$ cat src/rtl/rs_issue_scheduler_pkg.sv
// Shared types for the integer reservation station: RV32I field encodings and
// the per-entry operation payload.
package rs_issue_scheduler_pkg;

  localparam int unsigned XLEN      = 32;
  localparam int unsigned TAG_W_DEF = 6;

  typedef logic [XLEN-1:0] word_t;

  typedef enum logic [6:0] {
    OP_LUI    = 7'b0110111,
    OP_AUIPC  = 7'b0010111,
    OP_JAL    = 7'b1101111,
    OP_JALR   = 7'b1100111,
    OP_BRANCH = 7'b1100011,
    OP_IMM    = 7'b0010011,
    OP_REG    = 7'b0110011
  } opcode_e;

  typedef enum logic [2:0] {
    F3_ADD_SUB = 3'b000,
    F3_SLL     = 3'b001,
    F3_SLT     = 3'b010,
    F3_SLTU    = 3'b011,
    F3_XOR     = 3'b100,
    F3_SRL_SRA = 3'b101,
    F3_OR      = 3'b110,
    F3_AND     = 3'b111
  } func3_e;

  typedef enum logic [6:0] {
    F7_BASE = 7'b0000000,
    F7_ALT  = 7'b0100000
  } func7_e;

  // Decoded op fields held in an entry; tags and operands are sized by the
  // instantiating station and live alongside this payload.
  typedef struct packed {
    logic [6:0] opcode;
    logic [2:0] func3;
    logic [6:0] func7;
    word_t      imm;
  } rs_op_t;

endpackage

$ cat src/rtl/rs_age_matrix.sv
// Age matrix for the reservation station: tracks relative order of entries and
// picks the oldest member of a request mask.
module rs_age_matrix #(
  parameter int unsigned NUM_ENTRIES = 8
) (
  input  logic                           clk,
  input  logic                           rst_n,
  input  logic                           alloc_en,
  input  logic [$clog2(NUM_ENTRIES)-1:0] alloc_idx,
  input  logic [NUM_ENTRIES-1:0]         valid_mask,
  input  logic [NUM_ENTRIES-1:0]         req_mask,
  output logic [NUM_ENTRIES-1:0]         oldest_c
);

  // age_q[i][j] set means entry i is older than entry j
  logic [NUM_ENTRIES-1:0] age_q [NUM_ENTRIES];
  logic [NUM_ENTRIES-1:0] age_d [NUM_ENTRIES];

  // New entry is younger than every currently valid entry; freed rows go stale harmlessly
  always_comb begin
    age_d = age_q;
    if (alloc_en) begin
      for (int i = 0; i < int'(NUM_ENTRIES); i++) begin
        age_d[alloc_idx][i] = 1'b0;
        age_d[i][alloc_idx] = valid_mask[i];
      end
    end
  end

  // An entry is oldest when no other requester is older than it
  always_comb begin
    for (int i = 0; i < int'(NUM_ENTRIES); i++) begin
      oldest_c[i] = req_mask[i];
      for (int j = 0; j < int'(NUM_ENTRIES); j++) begin
        if ((j != i) && req_mask[j] && age_q[j][i]) begin
          oldest_c[i] = 1'b0;
        end
      end
    end
  end

  // Matrix state register
  always_ff @(posedge clk or negedge rst_n) begin
    if (!rst_n) begin
      for (int i = 0; i < int'(NUM_ENTRIES); i++) begin
        age_q[i] <= '0;
      end
    end else begin
      age_q <= age_d;
    end
  end

endmodule

$ cat src/rtl/rs_issue_scheduler.sv
// Reservation-station issue scheduler for the integer ALU/branch unit.
// Captures operands from dispatch and the CDB, issues the oldest ready entry.
// Optional RS_WAKEUP_BYPASS_EN: CDB match in the current cycle counts as ready
// and forwards cdb_value onto the issue operands (back-to-back dependent issue).
module rs_issue_scheduler
  import rs_issue_scheduler_pkg::*;
#(
  parameter int unsigned NUM_ENTRIES = 8,
  parameter int unsigned TAG_W       = TAG_W_DEF
) (
  input  logic                         clk,
  input  logic                         rst_n,
  input  logic                         flush,
  input  logic                         disp_valid,
  output logic                         disp_ready,
  input  logic [6:0]                   disp_opcode,
  input  logic [2:0]                   disp_func3,
  input  logic [6:0]                   disp_func7,
  input  logic [XLEN-1:0]              disp_imm,
  input  logic [TAG_W-1:0]             disp_rd_tag,
  input  logic                         disp_rs1_rdy,
  input  logic [TAG_W-1:0]             disp_rs1_tag,
  input  logic [XLEN-1:0]              disp_rs1_val,
  input  logic                         disp_rs2_rdy,
  input  logic [TAG_W-1:0]             disp_rs2_tag,
  input  logic [XLEN-1:0]              disp_rs2_val,
  input  logic                         cdb_valid,
  input  logic [TAG_W-1:0]             cdb_tag,
  input  logic [XLEN-1:0]              cdb_value,
  output logic                         iss_valid,
  input  logic                         iss_ready,
  output logic [6:0]                   iss_opcode,
  output logic [2:0]                   iss_func3,
  output logic [6:0]                   iss_func7,
  output logic [XLEN-1:0]              iss_imm,
  output logic [TAG_W-1:0]             iss_rd_tag,
  output logic [XLEN-1:0]              iss_rs1_val,
  output logic [XLEN-1:0]              iss_rs2_val,
  output logic [$clog2(NUM_ENTRIES):0] occupancy
);

  localparam int unsigned IDX_W = $clog2(NUM_ENTRIES);
  localparam int unsigned CNT_W = IDX_W + 1;

  logic [NUM_ENTRIES-1:0] valid_q, valid_d;
  logic [NUM_ENTRIES-1:0] rs1_rdy_q, rs1_rdy_d, rs2_rdy_q, rs2_rdy_d;
  rs_op_t                 op_q [NUM_ENTRIES];
  rs_op_t                 op_d [NUM_ENTRIES];
  logic [TAG_W-1:0]       rd_tag_q [NUM_ENTRIES];
  logic [TAG_W-1:0]       rd_tag_d [NUM_ENTRIES];
  logic [TAG_W-1:0]       rs1_tag_q [NUM_ENTRIES];
  logic [TAG_W-1:0]       rs1_tag_d [NUM_ENTRIES];
  logic [TAG_W-1:0]       rs2_tag_q [NUM_ENTRIES];
  logic [TAG_W-1:0]       rs2_tag_d [NUM_ENTRIES];
  word_t                  rs1_val_q [NUM_ENTRIES];
  word_t                  rs1_val_d [NUM_ENTRIES];
  word_t                  rs2_val_q [NUM_ENTRIES];
  word_t                  rs2_val_d [NUM_ENTRIES];
  logic                   disp_ready_q, disp_ready_d;
  logic [CNT_W-1:0]       occupancy_q, occupancy_d;

  logic [NUM_ENTRIES-1:0] wake1_c, wake2_c, ready_c, sel_oh_c;
  logic [IDX_W-1:0]       alloc_idx_c, sel_idx_c;
  logic                   alloc_en_c, any_ready_c, issue_fire_c;

  // CDB tag match against each waiting source operand
  always_comb begin
    for (int i = 0; i < int'(NUM_ENTRIES); i++) begin
      wake1_c[i] = valid_q[i] && !rs1_rdy_q[i] && cdb_valid && (rs1_tag_q[i] == cdb_tag);
      wake2_c[i] = valid_q[i] && !rs2_rdy_q[i] && cdb_valid && (rs2_tag_q[i] == cdb_tag);
    end
  end

`ifdef RS_WAKEUP_BYPASS_EN
  assign ready_c = valid_q & (rs1_rdy_q | wake1_c) & (rs2_rdy_q | wake2_c);
`else
  assign ready_c = valid_q & rs1_rdy_q & rs2_rdy_q;
`endif

  assign any_ready_c  = |ready_c;
  assign issue_fire_c = any_ready_c && iss_ready;
  assign alloc_en_c   = disp_valid && disp_ready_q && !flush;

  rs_age_matrix #(
    .NUM_ENTRIES(NUM_ENTRIES)
  ) u_age (
    .clk       (clk),
    .rst_n     (rst_n),
    .alloc_en  (alloc_en_c),
    .alloc_idx (alloc_idx_c),
    .valid_mask(valid_q),
    .req_mask  (ready_c),
    .oldest_c  (sel_oh_c)
  );

  // Lowest-index free slot for allocation, and index of the selected entry
  always_comb begin
    alloc_idx_c = '0;
    sel_idx_c   = '0;
    for (int i = int'(NUM_ENTRIES) - 1; i >= 0; i--) begin
      if (!valid_q[i]) alloc_idx_c = IDX_W'(i);
    end
    for (int i = 0; i < int'(NUM_ENTRIES); i++) begin
      if (sel_oh_c[i]) sel_idx_c = IDX_W'(i);
    end
  end

  // Issue payload of the selected entry, zero when nothing is ready
  always_comb begin
    iss_opcode  = '0;
    iss_func3   = '0;
    iss_func7   = '0;
    iss_imm     = '0;
    iss_rd_tag  = '0;
    iss_rs1_val = '0;
    iss_rs2_val = '0;
    if (any_ready_c) begin
      iss_opcode  = op_q[sel_idx_c].opcode;
      iss_func3   = op_q[sel_idx_c].func3;
      iss_func7   = op_q[sel_idx_c].func7;
      iss_imm     = op_q[sel_idx_c].imm;
      iss_rd_tag  = rd_tag_q[sel_idx_c];
      iss_rs1_val = rs1_val_q[sel_idx_c];
      iss_rs2_val = rs2_val_q[sel_idx_c];
`ifdef RS_WAKEUP_BYPASS_EN
      if (wake1_c[sel_idx_c]) iss_rs1_val = cdb_value;
      if (wake2_c[sel_idx_c]) iss_rs2_val = cdb_value;
`endif
    end
  end

  assign iss_valid  = any_ready_c;
  assign disp_ready = disp_ready_q;
  assign occupancy  = occupancy_q;

  // Next entry state: wakeup, issue free, allocation, then flush overrides valid
  always_comb begin
    valid_d   = valid_q;
    rs1_rdy_d = rs1_rdy_q;
    rs2_rdy_d = rs2_rdy_q;
    op_d      = op_q;
    rd_tag_d  = rd_tag_q;
    rs1_tag_d = rs1_tag_q;
    rs2_tag_d = rs2_tag_q;
    rs1_val_d = rs1_val_q;
    rs2_val_d = rs2_val_q;

    for (int i = 0; i < int'(NUM_ENTRIES); i++) begin
      if (wake1_c[i]) begin
        rs1_rdy_d[i] = 1'b1;
        rs1_val_d[i] = cdb_value;
      end
      if (wake2_c[i]) begin
        rs2_rdy_d[i] = 1'b1;
        rs2_val_d[i] = cdb_value;
      end
    end

    if (issue_fire_c) valid_d[sel_idx_c] = 1'b0;

    if (alloc_en_c) begin
      valid_d[alloc_idx_c]   = 1'b1;
      op_d[alloc_idx_c]      = '{opcode: disp_opcode, func3: disp_func3,
                                 func7: disp_func7, imm: disp_imm};
      rd_tag_d[alloc_idx_c]  = disp_rd_tag;
      rs1_tag_d[alloc_idx_c] = disp_rs1_tag;
      rs2_tag_d[alloc_idx_c] = disp_rs2_tag;
      // Capture a same-cycle broadcast so the producer's result is not missed
      rs1_rdy_d[alloc_idx_c] = disp_rs1_rdy || (cdb_valid && (cdb_tag == disp_rs1_tag));
      rs2_rdy_d[alloc_idx_c] = disp_rs2_rdy || (cdb_valid && (cdb_tag == disp_rs2_tag));
      rs1_val_d[alloc_idx_c] = disp_rs1_rdy ? disp_rs1_val : cdb_value;
      rs2_val_d[alloc_idx_c] = disp_rs2_rdy ? disp_rs2_val : cdb_value;
    end

    if (flush) valid_d = '0;

    occupancy_d = '0;
    for (int i = 0; i < int'(NUM_ENTRIES); i++) begin
      occupancy_d = occupancy_d + CNT_W'(valid_d[i]);
    end
    disp_ready_d = ~&valid_d;
  end

  // Entry and status registers
  always_ff @(posedge clk or negedge rst_n) begin
    if (!rst_n) begin
      valid_q      <= '0;
      rs1_rdy_q    <= '0;
      rs2_rdy_q    <= '0;
      disp_ready_q <= 1'b1;
      occupancy_q  <= '0;
      for (int i = 0; i < int'(NUM_ENTRIES); i++) begin
        op_q[i]      <= '0;
        rd_tag_q[i]  <= '0;
        rs1_tag_q[i] <= '0;
        rs2_tag_q[i] <= '0;
        rs1_val_q[i] <= '0;
        rs2_val_q[i] <= '0;
      end
    end else begin
      valid_q      <= valid_d;
      rs1_rdy_q    <= rs1_rdy_d;
      rs2_rdy_q    <= rs2_rdy_d;
      disp_ready_q <= disp_ready_d;
      occupancy_q  <= occupancy_d;
      op_q         <= op_d;
      rd_tag_q     <= rd_tag_d;
      rs1_tag_q    <= rs1_tag_d;
      rs2_tag_q    <= rs2_tag_d;
      rs1_val_q    <= rs1_val_d;
      rs2_val_q    <= rs2_val_d;
    end
  end

endmodule

$ cat config.mk
export PLATFORM = sky130hd
export DESIGN_NAME = rs_issue_scheduler
export DESIGN_NICKNAME = d
export VERILOG_FILES = /design/src/rtl/rs_issue_scheduler_pkg.sv /design/src/rtl/rs_age_matrix.sv /design/src/rtl/rs_issue_scheduler.sv
export SDC_FILE = /design/constraint.sdc
export NUM_CORES = 2
export LEC_CHECK = 0
export ABC_CLOCK_PERIOD_IN_PS = 10300
export BUFFER_PORTS_ARGS = -buffer_cell sky130_fd_sc_hd__buf_2
export CAP_MARGIN = 25
export CORE_MARGIN = 1.5
export CORE_UTILIZATION = 46
export CTS_CLUSTER_DIAMETER = 150
export CTS_CLUSTER_SIZE = 16
export DETAILED_ROUTE_END_ITERATION = 6
export PLACE_DENSITY_LB_ADDON = 0.08
export SLEW_MARGIN = 10
export SYNTH_ARGS = -nofsm -noshare
export SYNTH_HDL_FRONTEND = slang
export SYNTH_HIERARCHICAL = 1
export SYNTH_SLANG_ARGS = --single-unit
export TNS_END_PERCENT = 10
$ cat constraint.sdc
create_clock -name clk -period 10.3 [get_ports clk]
set_input_delay 1.545 -clock clk [delete_from_list [all_inputs] [get_ports clk]]
set_output_delay 1.545 -clock clk [all_outputs]
set_load 0.02 [all_outputs]
==> metrics.yaml <==
status: "complete, but fails checks"
violations: "design-rule violations"
netlist_area_um2: 55700
wire_per_inst_um: 26.0
grt_overflow_total: 0
io_buffers: 301
clkTransAtPathRegs_ps: 90
wl_um: 182000
skew_ps: 24.5
hold_class: "register to register"
endpoint_kind: "output port"
cts_inserted_buffers: 80
drc: 1
slew_headroom_pct: 24.6
avgViaCountPerCell: 6.00
grt_pass1_wl_um: 274000
root_buffer: "clkbuf_16"
cts_resized: 0
design_area_um2: 60300
arrival_ps: 5810
hold_violations: 0
maxCapViolCount: 0
grt_use_total_pct: 29.2
synth_cells: 5417
critical_path_class: "register to output port"
hpwlAfterDp_um: 94600
tightestPinTransition_ps: 1130
drtIter0Drc: 3734
peakVddDrop_mv: 0.119
synth_warnings: 6
finalMaxSlewViolations: 0
clock-sinks: 1126
gr-usage-met2_pct: 46.2
setup_viol: 0
max_freq_mhz: 136
cts_setup_buffers: 0
dp_cells: 6897
required_ps: 8760
syn_avg_cell_area_um2: 10.3
clkLatencyLatePin_ps: 690
fin_crit_ps: 7360
firstDrtPassIters: 7
start_kind: "register"
fin_nets: 5553
p_total_uw: 8950
die_h_um: 351
busiest_layer: "met2"
drive_above_1_share_pct: 21.2
dr_total_vias: 41967
fin_setup_tns_ps: 0
antenna_found_initial: 33
place_congestion: 0.862
postRouteAntennaNets: 0
min_period_over_period_pct: 71.5
cts_tree: "yes"
syn2layout_area_growth_pct: 8.09
core_area_um2: 120000
die_w_um: 351
grt_pass1_vias: 41254
use_met3_pct: 5.67
pwr_density_cell_nw_per_um2: 149
rows: 127
die-area_um2: 123000
cts_buffer_depth: 3
fin_cells: 6998
placed_area_um2: 58100
rsz0062_at_grt: "no"
syn_nets: 5602
ios: 302
gr-usage-met1_pct: 41.4
h-tree-depth: 3
hold_buffers: 0
grt_start_max_net_pins: 174
p_leak_uw: 0.0312
critPathMaxFanout: 173
start_util_pct: 46.4
## report_power, final
part           internal (uW)  total [uW]  switching [uW]  leakage (uW)
sequential              4720        4900             173        0.0151
clock                   1400        3030            1630       0.00104
combinational            427        1020             589        0.0151
## metrics by stage
stage | hold slack (ps) | worst slack (ps) | utilization (%)
5_1_grt | 492 | 2730 | 50.1
3_3_place_gp | 449 | 3870 | 48.3
4_1_cts | 473 | 2950 | 50.1
3_5_place_dp | 456 | 3720 | 48.3
6_report | 470 | 2940 | 50.2
2_1_floorplan | 437 | 5110 | -
## sequential cells by signal, indices dropped and copies added, names as in the netlist
name         count
rs1_tag_q       48
rs2_tag_q       48
valid_q          8
op_q           392
occupancy        4
u_age/age_q     49
disp_ready       1
rs1_rdy_q        8
rs2_rdy_q        8
rs1_val_q      256
rd_tag_q        48
rs2_val_q      256
## per-layer routing
metal / vias up / wire, um
met5: - / 218
met4: 40 / 4130
li1: 19021 / -
met3: 271 / 12100
met1: 21359 / 82000
met2: 1276 / 83300
## worst max-delay path, cell delays in order (launching register included)
cell,delay (ps)
dfrtp_1,550
and3_1,340
a22o_1,220
a221oi_1,250
and4_1,440
nor2_4,70
buf_4,320
nand3b_1,180
buf_4,800
buf_12,870
nor2_1,90
nor4_1,400
o221a_2,310
buf_2,180
## area by class of cell
class	count	area [um2]
clock inverters	6	103
inverters	32	125
flip-flops and latches	1126	28200
multi-input cells	3757	25500
clock buffers	85	2020
fillers	11130	59900
diodes	9	22.5
repair buffers	371	2270
well taps	1612	2020
## path summary, 6_finish.rpt
kind                                   end  slack [ps]  cells after the start        from
setup / recovery           iss_rs2_val[16]        2940                     13  valid_q[3]
hold / removal                    op_q[13]         470                      2    op_q[13]
setup reg to reg              occupancy[2]        4120                     17  valid_q[4]
hold reg to reg                   op_q[13]         470                      2    op_q[13]
max in group asynchronous        op_q[371]        7370                      3       rst_n
min in group asynchronous     occupancy[0]         820                      1       rst_n
## layout by cell type, fill, tap and decap left out, types with 5 or more instances in the layout
cell type and instances:
a21o_1 8, nand4_1 20, nand2_1 667, nor3_1 155, clkbuf_1 5, xnor2_1 39, dfrtp_1 1125, a221oi_1 8
o22ai_1 242, and2_1 5, o21ai_1 6, inv_1 31, diode_2 9, nor3b_1 9, o21ai_0 431, and3_1 8
nand3b_1 7, clkbuf_16 80, mux2i_1 512, nand2b_1 11, a21oi_1 157, nor2_1 506, nor2b_1 13, buf_2 300
buf_4 52, buf_12 17, xor2_1 70, o221a_2 119, mux2_2 530, a22oi_1 12, and4_1 9, a22o_1 10
a2bb2oi_1 7, nor4_1 121, nand3_1 9
(Power assumes the default switching activity.)
